File: config.mk
export PLATFORM = sky130hd
export DESIGN_NAME = load_store_unit
export DESIGN_NICKNAME = d
export VERILOG_FILES = /design/src/rtl/lsu_pkg.sv /design/src/rtl/lsu_lane_align.sv /design/src/rtl/load_store_unit.sv
export SDC_FILE = /design/constraint.sdc
export NUM_CORES = 1
export LEC_CHECK = 0
export CELL_PAD_IN_SITES_DETAIL_PLACEMENT = 0
export CELL_PAD_IN_SITES_GLOBAL_PLACEMENT = 1
export CORE_MARGIN = 2
export CORE_UTILIZATION = 32
export DETAILED_ROUTE_END_ITERATION = 7
export GPL_ROUTABILITY_DRIVEN = 0
export PLACE_DENSITY = 0.89
export SLEW_MARGIN = 20
export SYNTH_ARGS = -nofsm -noshare
export SYNTH_HDL_FRONTEND = slang
export SYNTH_SLANG_ARGS = --single-unit
File: constraint.sdc
create_clock -name clk -period 3.5 [get_ports clk]
set_clock_uncertainty 0.2 [all_clocks]
set_input_delay 0.35 -clock clk [delete_from_list [all_inputs] [get_ports clk]]
set_output_delay 0.35 -clock clk [all_outputs]
set_load 0.03 [all_outputs]
File: src/rtl/lsu_pkg.sv
// Shared funct3 encodings, FSM state type and access-legality helpers for the load/store unit.
package lsu_pkg;

  localparam logic [2:0] F3_B  = 3'b000;
  localparam logic [2:0] F3_H  = 3'b001;
  localparam logic [2:0] F3_W  = 3'b010;
  localparam logic [2:0] F3_BU = 3'b100;
  localparam logic [2:0] F3_HU = 3'b101;

  typedef enum logic [1:0] {
    S_IDLE,
    S_RD_WAIT,
    S_WRITE,
    S_RESP
  } lsu_state_t;

  function automatic logic is_misaligned(input logic [2:0] funct3, input logic [1:0] addr_lo);
    case (funct3)
      F3_H, F3_HU: is_misaligned = addr_lo[0];
      F3_W:        is_misaligned = (addr_lo != 2'b00);
      default:     is_misaligned = 1'b0;
    endcase
  endfunction

  // Stores only have B/H/W encodings; loads reject 011, 110 and 111.
  function automatic logic is_illegal(input logic we, input logic [2:0] funct3);
    if (we)
      is_illegal = (funct3 > F3_W);
    else
      is_illegal = (funct3 == 3'b011) || (funct3 == 3'b110) || (funct3 == 3'b111);
  endfunction

endpackage

File: src/rtl/lsu_lane_align.sv
// Combinational lane logic: extracts/extends load data and merges sub-word store data (little-endian).
module lsu_lane_align
  import lsu_pkg::*;
(
  input  logic [2:0]  i_funct3,
  input  logic [1:0]  i_addr_lo,
  input  logic [31:0] i_word,
  input  logic [31:0] i_wdata,
  output logic [31:0] o_load_data,
  output logic [31:0] o_store_word
);

  logic [7:0]  w_byte;
  logic [15:0] w_half;

  always_comb begin
    w_byte = i_word[7:0];
    case (i_addr_lo)
      2'd0: w_byte = i_word[7:0];
      2'd1: w_byte = i_word[15:8];
      2'd2: w_byte = i_word[23:16];
      2'd3: w_byte = i_word[31:24];
      default: w_byte = i_word[7:0];
    endcase
    w_half = i_addr_lo[1] ? i_word[31:16] : i_word[15:0];

    o_load_data = i_word;
    case (i_funct3)
      F3_B:    o_load_data = {{24{w_byte[7]}}, w_byte};
      F3_BU:   o_load_data = {24'd0, w_byte};
      F3_H:    o_load_data = {{16{w_half[15]}}, w_half};
      F3_HU:   o_load_data = {16'd0, w_half};
      default: o_load_data = i_word;
    endcase

    o_store_word = i_word;
    case (i_funct3[1:0])
      2'b00: begin
        case (i_addr_lo)
          2'd0: o_store_word[7:0]   = i_wdata[7:0];
          2'd1: o_store_word[15:8]  = i_wdata[7:0];
          2'd2: o_store_word[23:16] = i_wdata[7:0];
          2'd3: o_store_word[31:24] = i_wdata[7:0];
          default: o_store_word = i_word;
        endcase
      end
      2'b01: begin
        if (i_addr_lo[1])
          o_store_word[31:16] = i_wdata[15:0];
        else
          o_store_word[15:0] = i_wdata[15:0];
      end
      default: o_store_word = i_wdata;
    endcase
  end

endmodule

File: src/rtl/load_store_unit.sv
// RV32I byte-addressed loads/stores onto a word RAM; load 2 cycles, SW 2, SB/SH 3, error 1 to done.
// One access in flight: ready only in IDLE, requests while busy are ignored.
module load_store_unit
  import lsu_pkg::*;
#(
  parameter int data_width = 32,
  parameter int addr_width = 4
) (
  input  logic                  clk,
  input  logic                  reset,
  input  logic                  req,
  input  logic                  req_we,
  input  logic [2:0]            req_funct3,
  input  logic [31:0]           req_addr,
  input  logic [31:0]           req_wdata,
  output logic                  ready,
  output logic                  done,
  output logic                  err,
  output logic [31:0]           rdata,
  output logic [addr_width-1:0] ram_read_address,
  output logic [addr_width-1:0] ram_write_address,
  output logic                  ram_write,
  output logic [data_width-1:0] ram_din,
  input  logic [data_width-1:0] ram_dout
);

  lsu_state_t              r_state, w_next;
  logic                    r_we;
  logic [2:0]              r_funct3;
  logic [addr_width+1:0]   r_addr;
  logic [31:0]             r_din;
  logic [31:0]             r_rdata;
  logic                    r_err;
  logic                    w_bad;
  logic [31:0]             w_load_data;
  logic [31:0]             w_store_word;
  logic                    w_unused_addr;

  assign w_unused_addr = ^req_addr[31:addr_width+2];
  assign w_bad = is_illegal(req_we, req_funct3) || is_misaligned(req_funct3, req_addr[1:0]);

  always_ff @(posedge clk or posedge reset) begin
    if (reset)
      r_state <= S_IDLE;
    else
      r_state <= w_next;
  end

  always_comb begin
    w_next = r_state;
    case (r_state)
      S_IDLE: begin
        if (req) begin
          if (w_bad)
            w_next = S_RESP;
          else if (req_we && (req_funct3 == F3_W))
            w_next = S_WRITE;
          else
            w_next = S_RD_WAIT;
        end
      end
      S_RD_WAIT: w_next = r_we ? S_WRITE : S_RESP;
      S_WRITE:   w_next = S_RESP;
      S_RESP:    w_next = S_IDLE;
      default:   w_next = S_IDLE;
    endcase
  end

  // r_din holds the raw store data until RD_WAIT turns it into the merged word for sub-word stores.
  always_ff @(posedge clk or posedge reset) begin
    if (reset) begin
      r_we     <= 1'b0;
      r_funct3 <= 3'd0;
      r_addr   <= '0;
      r_din    <= 32'd0;
      r_rdata  <= 32'd0;
      r_err    <= 1'b0;
    end else begin
      if (r_state == S_IDLE && req) begin
        r_we     <= req_we;
        r_funct3 <= req_funct3;
        r_addr   <= req_addr[addr_width+1:0];
        r_din    <= req_wdata;
        r_rdata  <= 32'd0;
        r_err    <= w_bad;
      end else if (r_state == S_RD_WAIT) begin
        if (r_we)
          r_din <= w_store_word;
        else
          r_rdata <= w_load_data;
      end
    end
  end

  lsu_lane_align u_lane_align (
    .i_funct3     (r_funct3),
    .i_addr_lo    (r_addr[1:0]),
    .i_word       (ram_dout),
    .i_wdata      (r_din),
    .o_load_data  (w_load_data),
    .o_store_word (w_store_word)
  );

  assign ready             = (r_state == S_IDLE);
  assign done              = (r_state == S_RESP);
  assign err               = (r_state == S_RESP) && r_err;
  assign rdata             = r_rdata;
  assign ram_read_address  = (r_state == S_IDLE) ? req_addr[addr_width+1:2] : r_addr[addr_width+1:2];
  assign ram_write_address = r_addr[addr_width+1:2];
  assign ram_write         = (r_state == S_WRITE);
  assign ram_din           = r_din;

endmodule

==> results.cfg <==
[layout]
area_growth_pct = 44.9
multi_input_area_mm2 = 0.00208
fin_nets = 665
diodes = 0
fin_cells = 734
regArea_mm2 = 0.00193
drive_above_1_share_pct = 7.30
fillCellCount = 1223

[setup_path]
cp_slowest_cell = clkdlybuf4s50_1
crit_required_ns = 2.95
start_kind = flop
worst-setup-path-type = flop to output port
max_stage_delay_ns = 0.60
critPathArrivalTime_ns = 2.23
critical_path.max_fanout = 8
crit_path_end_kind = output port
crit_chain = inv_1 > ha_1 > mux2_2 > clkdlybuf4s50_1

[logic_synthesis]
synthArstFlopShare_pct = 100
syn_avg_cell_area_um2 = 9.95
synth.ff_latch_count = 77
syn_inst = 423
synth_edf_count = 0
yosysSeqAreaShare_pct = 45.8
netlist.area_leader.share_pct = 45.8
synth.largest_area_cell = dfrtp_1
syn_area_mm2 = 0.00421
netlist_top_cells_area = dfrtp_1 46%, mux2i_1 7.4%, nand2_1 4.8%
synth_nets = 531
yosysWarnings = 0
yosysUniqueCellTypes = 45
yosys_most_used_dff = dfrtp_1

[global_routing]
grt_pass1_vias = 4152
grt_antenna_before_repair = 0
grt.total_usage_pct = 20.7
grt_pass1_wl_um = 22800
met1_usage_pct = 25.3
grt_use_met2_pct = 35.6
use_met3_pct = 6.03
grt-busiest-layer = met2
grt_max_degree = 54
grt_overflow_total = 0

[routing]
drtIter0Drc = 304
ant_nets = 0
drc_errors = 0
wl_per_cell_um = 20.0
vias = 4019
routed_wl_um = 14700
dr.pass1.iters = 5
vias_per_cell = 5.48

[die]
die_h_um = 119
num_rows = 41
fp.dieArea_mm2 = 0.0141
initial_core_util_pct = 33.1
core_mm2 = 0.0127
io_pins = 179
dieWidth_um = 119

[clock_network]
cts_resized = 0
cts_num_sinks = 77
clkLatencyLatePin_ns = 0.34
clk_pin_slew_ns = 0.06
cts_tree = done
numCtsBuffers = 9
cts_setup_buffers = 0
cts-hold-fix-buffers = 0
htree_num_levels = 3
clockRootBuffer = clkbuf_16
clk_path_buf_depth = 2

[timing]
drv_slew = 0
fmax_mhz = 360
period_minus_slack_ns = 2.78
worst_slew_pin_slew_ns = 0.842
setup_viol = 0
slew_headroom_pct = 43.5
rsz0062_at_grt = false
finalWorstSetupSlack_ns = 0.722
setup_tns_ns = 0
whs_ns = 0.251
hold_viol_final = 0
min_period_over_period_pct = 79.4

[placement]
place_ws_ns = 1.03
dp_cells = 718
port_buffers = 152
hpwl_um = 11000

[power]
leakage_nw = 2.60
peakVddDrop_v = 0.000558
cellPowerDensity_mw_per_mm2 = 983

[run]
drv_cap = 0

[hold_path]
hp-class = input port to asynchronous set/reset pin

[run_status]
outcome = finished, final reports clean
[state kept, by name, summed over array words and instances, names as in the netlist]
name / count
ram_din: 32
rdata: 32
r_addr: 6
r_funct3: 3
r_state: 2
r_err: 1
r_we: 1
[power breakdown]
group          internal (W)  total (W)  switching (W)  leakage [nW]
Clock              0.000497   0.000925       0.000427         0.139
Combinational       0.00145    0.00341        0.00197          1.49
Sequential          0.00128    0.00166       0.000380         0.969
Total               0.00322    0.00600        0.00278          2.60
[routing by layer]
layer  wire [µm]  share of wire, %  vias up
met2        7310                50      185
li1            -                 -     1816
met1        6030                41     1999
met4         238               1.6        0
met3        1100               7.5       19
met5           0                 0        -
[metrics by stage]
stage	power [W]	util, %	area [µm²]
after CTS	0.00602	47.9	6100
final	0.00600	47.9	6100
after detailed placement	0.00508	45.7	5810
after global routing	0.00633	47.9	6100
after floorplan	0.00385	-	4210
after global placement	0.00500	45.7	5810
[worst max-delay path: cells and delay by family, from the launching register on]
| kind | cells | cell delay [ns] |
|---|---|---|
| multiplexers | 1 | 0.38 |
| buffers and inverters | 2 | 0.72 |
| adder cells (fa/ha/maj) | 1 | 0.37 |
| flip-flops | 1 | 0.41 |
[worst paths after layout]
kind                                        startpoint                 endpoint  slack (ns)  cells past startpoint
min in group clk                     r_err$_DFFE_PP0P_        r_err$_DFFE_PP0P_        0.29                      2
worst max register to register  r_state[1]$_DFFE_PP0P_    rdata[30]$_DFFE_PP0P_        1.08                      6
worst min-delay path                             reset    r_addr[4]$_DFFE_PP0P_        0.25                      2
worst max-delay path            r_state[0]$_DFFE_PP0P_      ram_read_address[3]        0.72                      4
worst min register to register       r_err$_DFFE_PP0P_        r_err$_DFFE_PP0P_        0.29                      2
max in group asynchronous                        reset  ram_din[15]$_DFFE_PP0P_        1.96                      3
[area by class of cell]
type | instances | share of cell area (%)
Inverter | 6 | 0.369
Clock buffer | 9 | 3.69
Timing Repair Buffer | 158 | 25.7
Multi-Input combinational cell | 305 | 34.1
Clock inverter | 7 | 1.03
Tap cell | 172 | 3.53
Sequential cell | 77 | 31.6
[synthesized netlist by cell type (3+ instances only)]
cell type	number
a21o_1	4
a21oi_1	32
a221o_1	18
a32o_1	8
a32oi_1	4
and2_1	3
and3_1	10
buf_1	4
buf_2	16
buf_4	6
clkbuf_1	8
dfrtp_1	77
ha_1	5
inv_1	4
mux2_1	8
mux2_2	4
mux2i_1	31
nand2_1	54
nand2b_1	19
nand3_1	9
nor2_1	17
nor2b_1	3
o211ai_1	9
o21ai_0	7
o21ai_1	29
o221ai_1	8
or3_1	3
[cell usage in the layout, fill, tap and decap left out, drive strengths merged, types with 2 or more instances in the layout]
cell type / netlist / layout
a21o: 4 / 4
a21oi: 34 / 34
a221o: 18 / 18
a311oi: 2 / 2
a32o: 8 / 8
a32oi: 4 / 4
and2: 3 / 3
and3: 10 / 10
buf: 27 / 6
clkbuf: 8 / 9
clkdlybuf4s50: 0 / 152
dfrtp: 77 / 77
ha: 5 / 5
inv: 6 / 11
mux2: 14 / 14
mux2i: 32 / 32
nand2: 54 / 54
nand2b: 19 / 19
nand3: 10 / 10
nor2: 18 / 18
nor2b: 3 / 3
nor3: 2 / 2
nor4: 2 / 2
o211ai: 9 / 9
o21ai: 38 / 38
o221ai: 8 / 8
or3: 3 / 3
[logic make-up (layout without fill, tap and decap cells)]
kind of cell               count (synthesis)  after routing  synth area share, %
AOI/OAI and AO/OA                        127            127                 21.4
and+or+nand+nor                          127            127                 14.9
DFF                                       77             77                 45.8
muxes                                     46             46                 11.6
buffers and inverters                     41            180                 4.85
adders and majority gates                  5              5                 1.49
No activity file was read; power rests on OpenSTA's default activity.
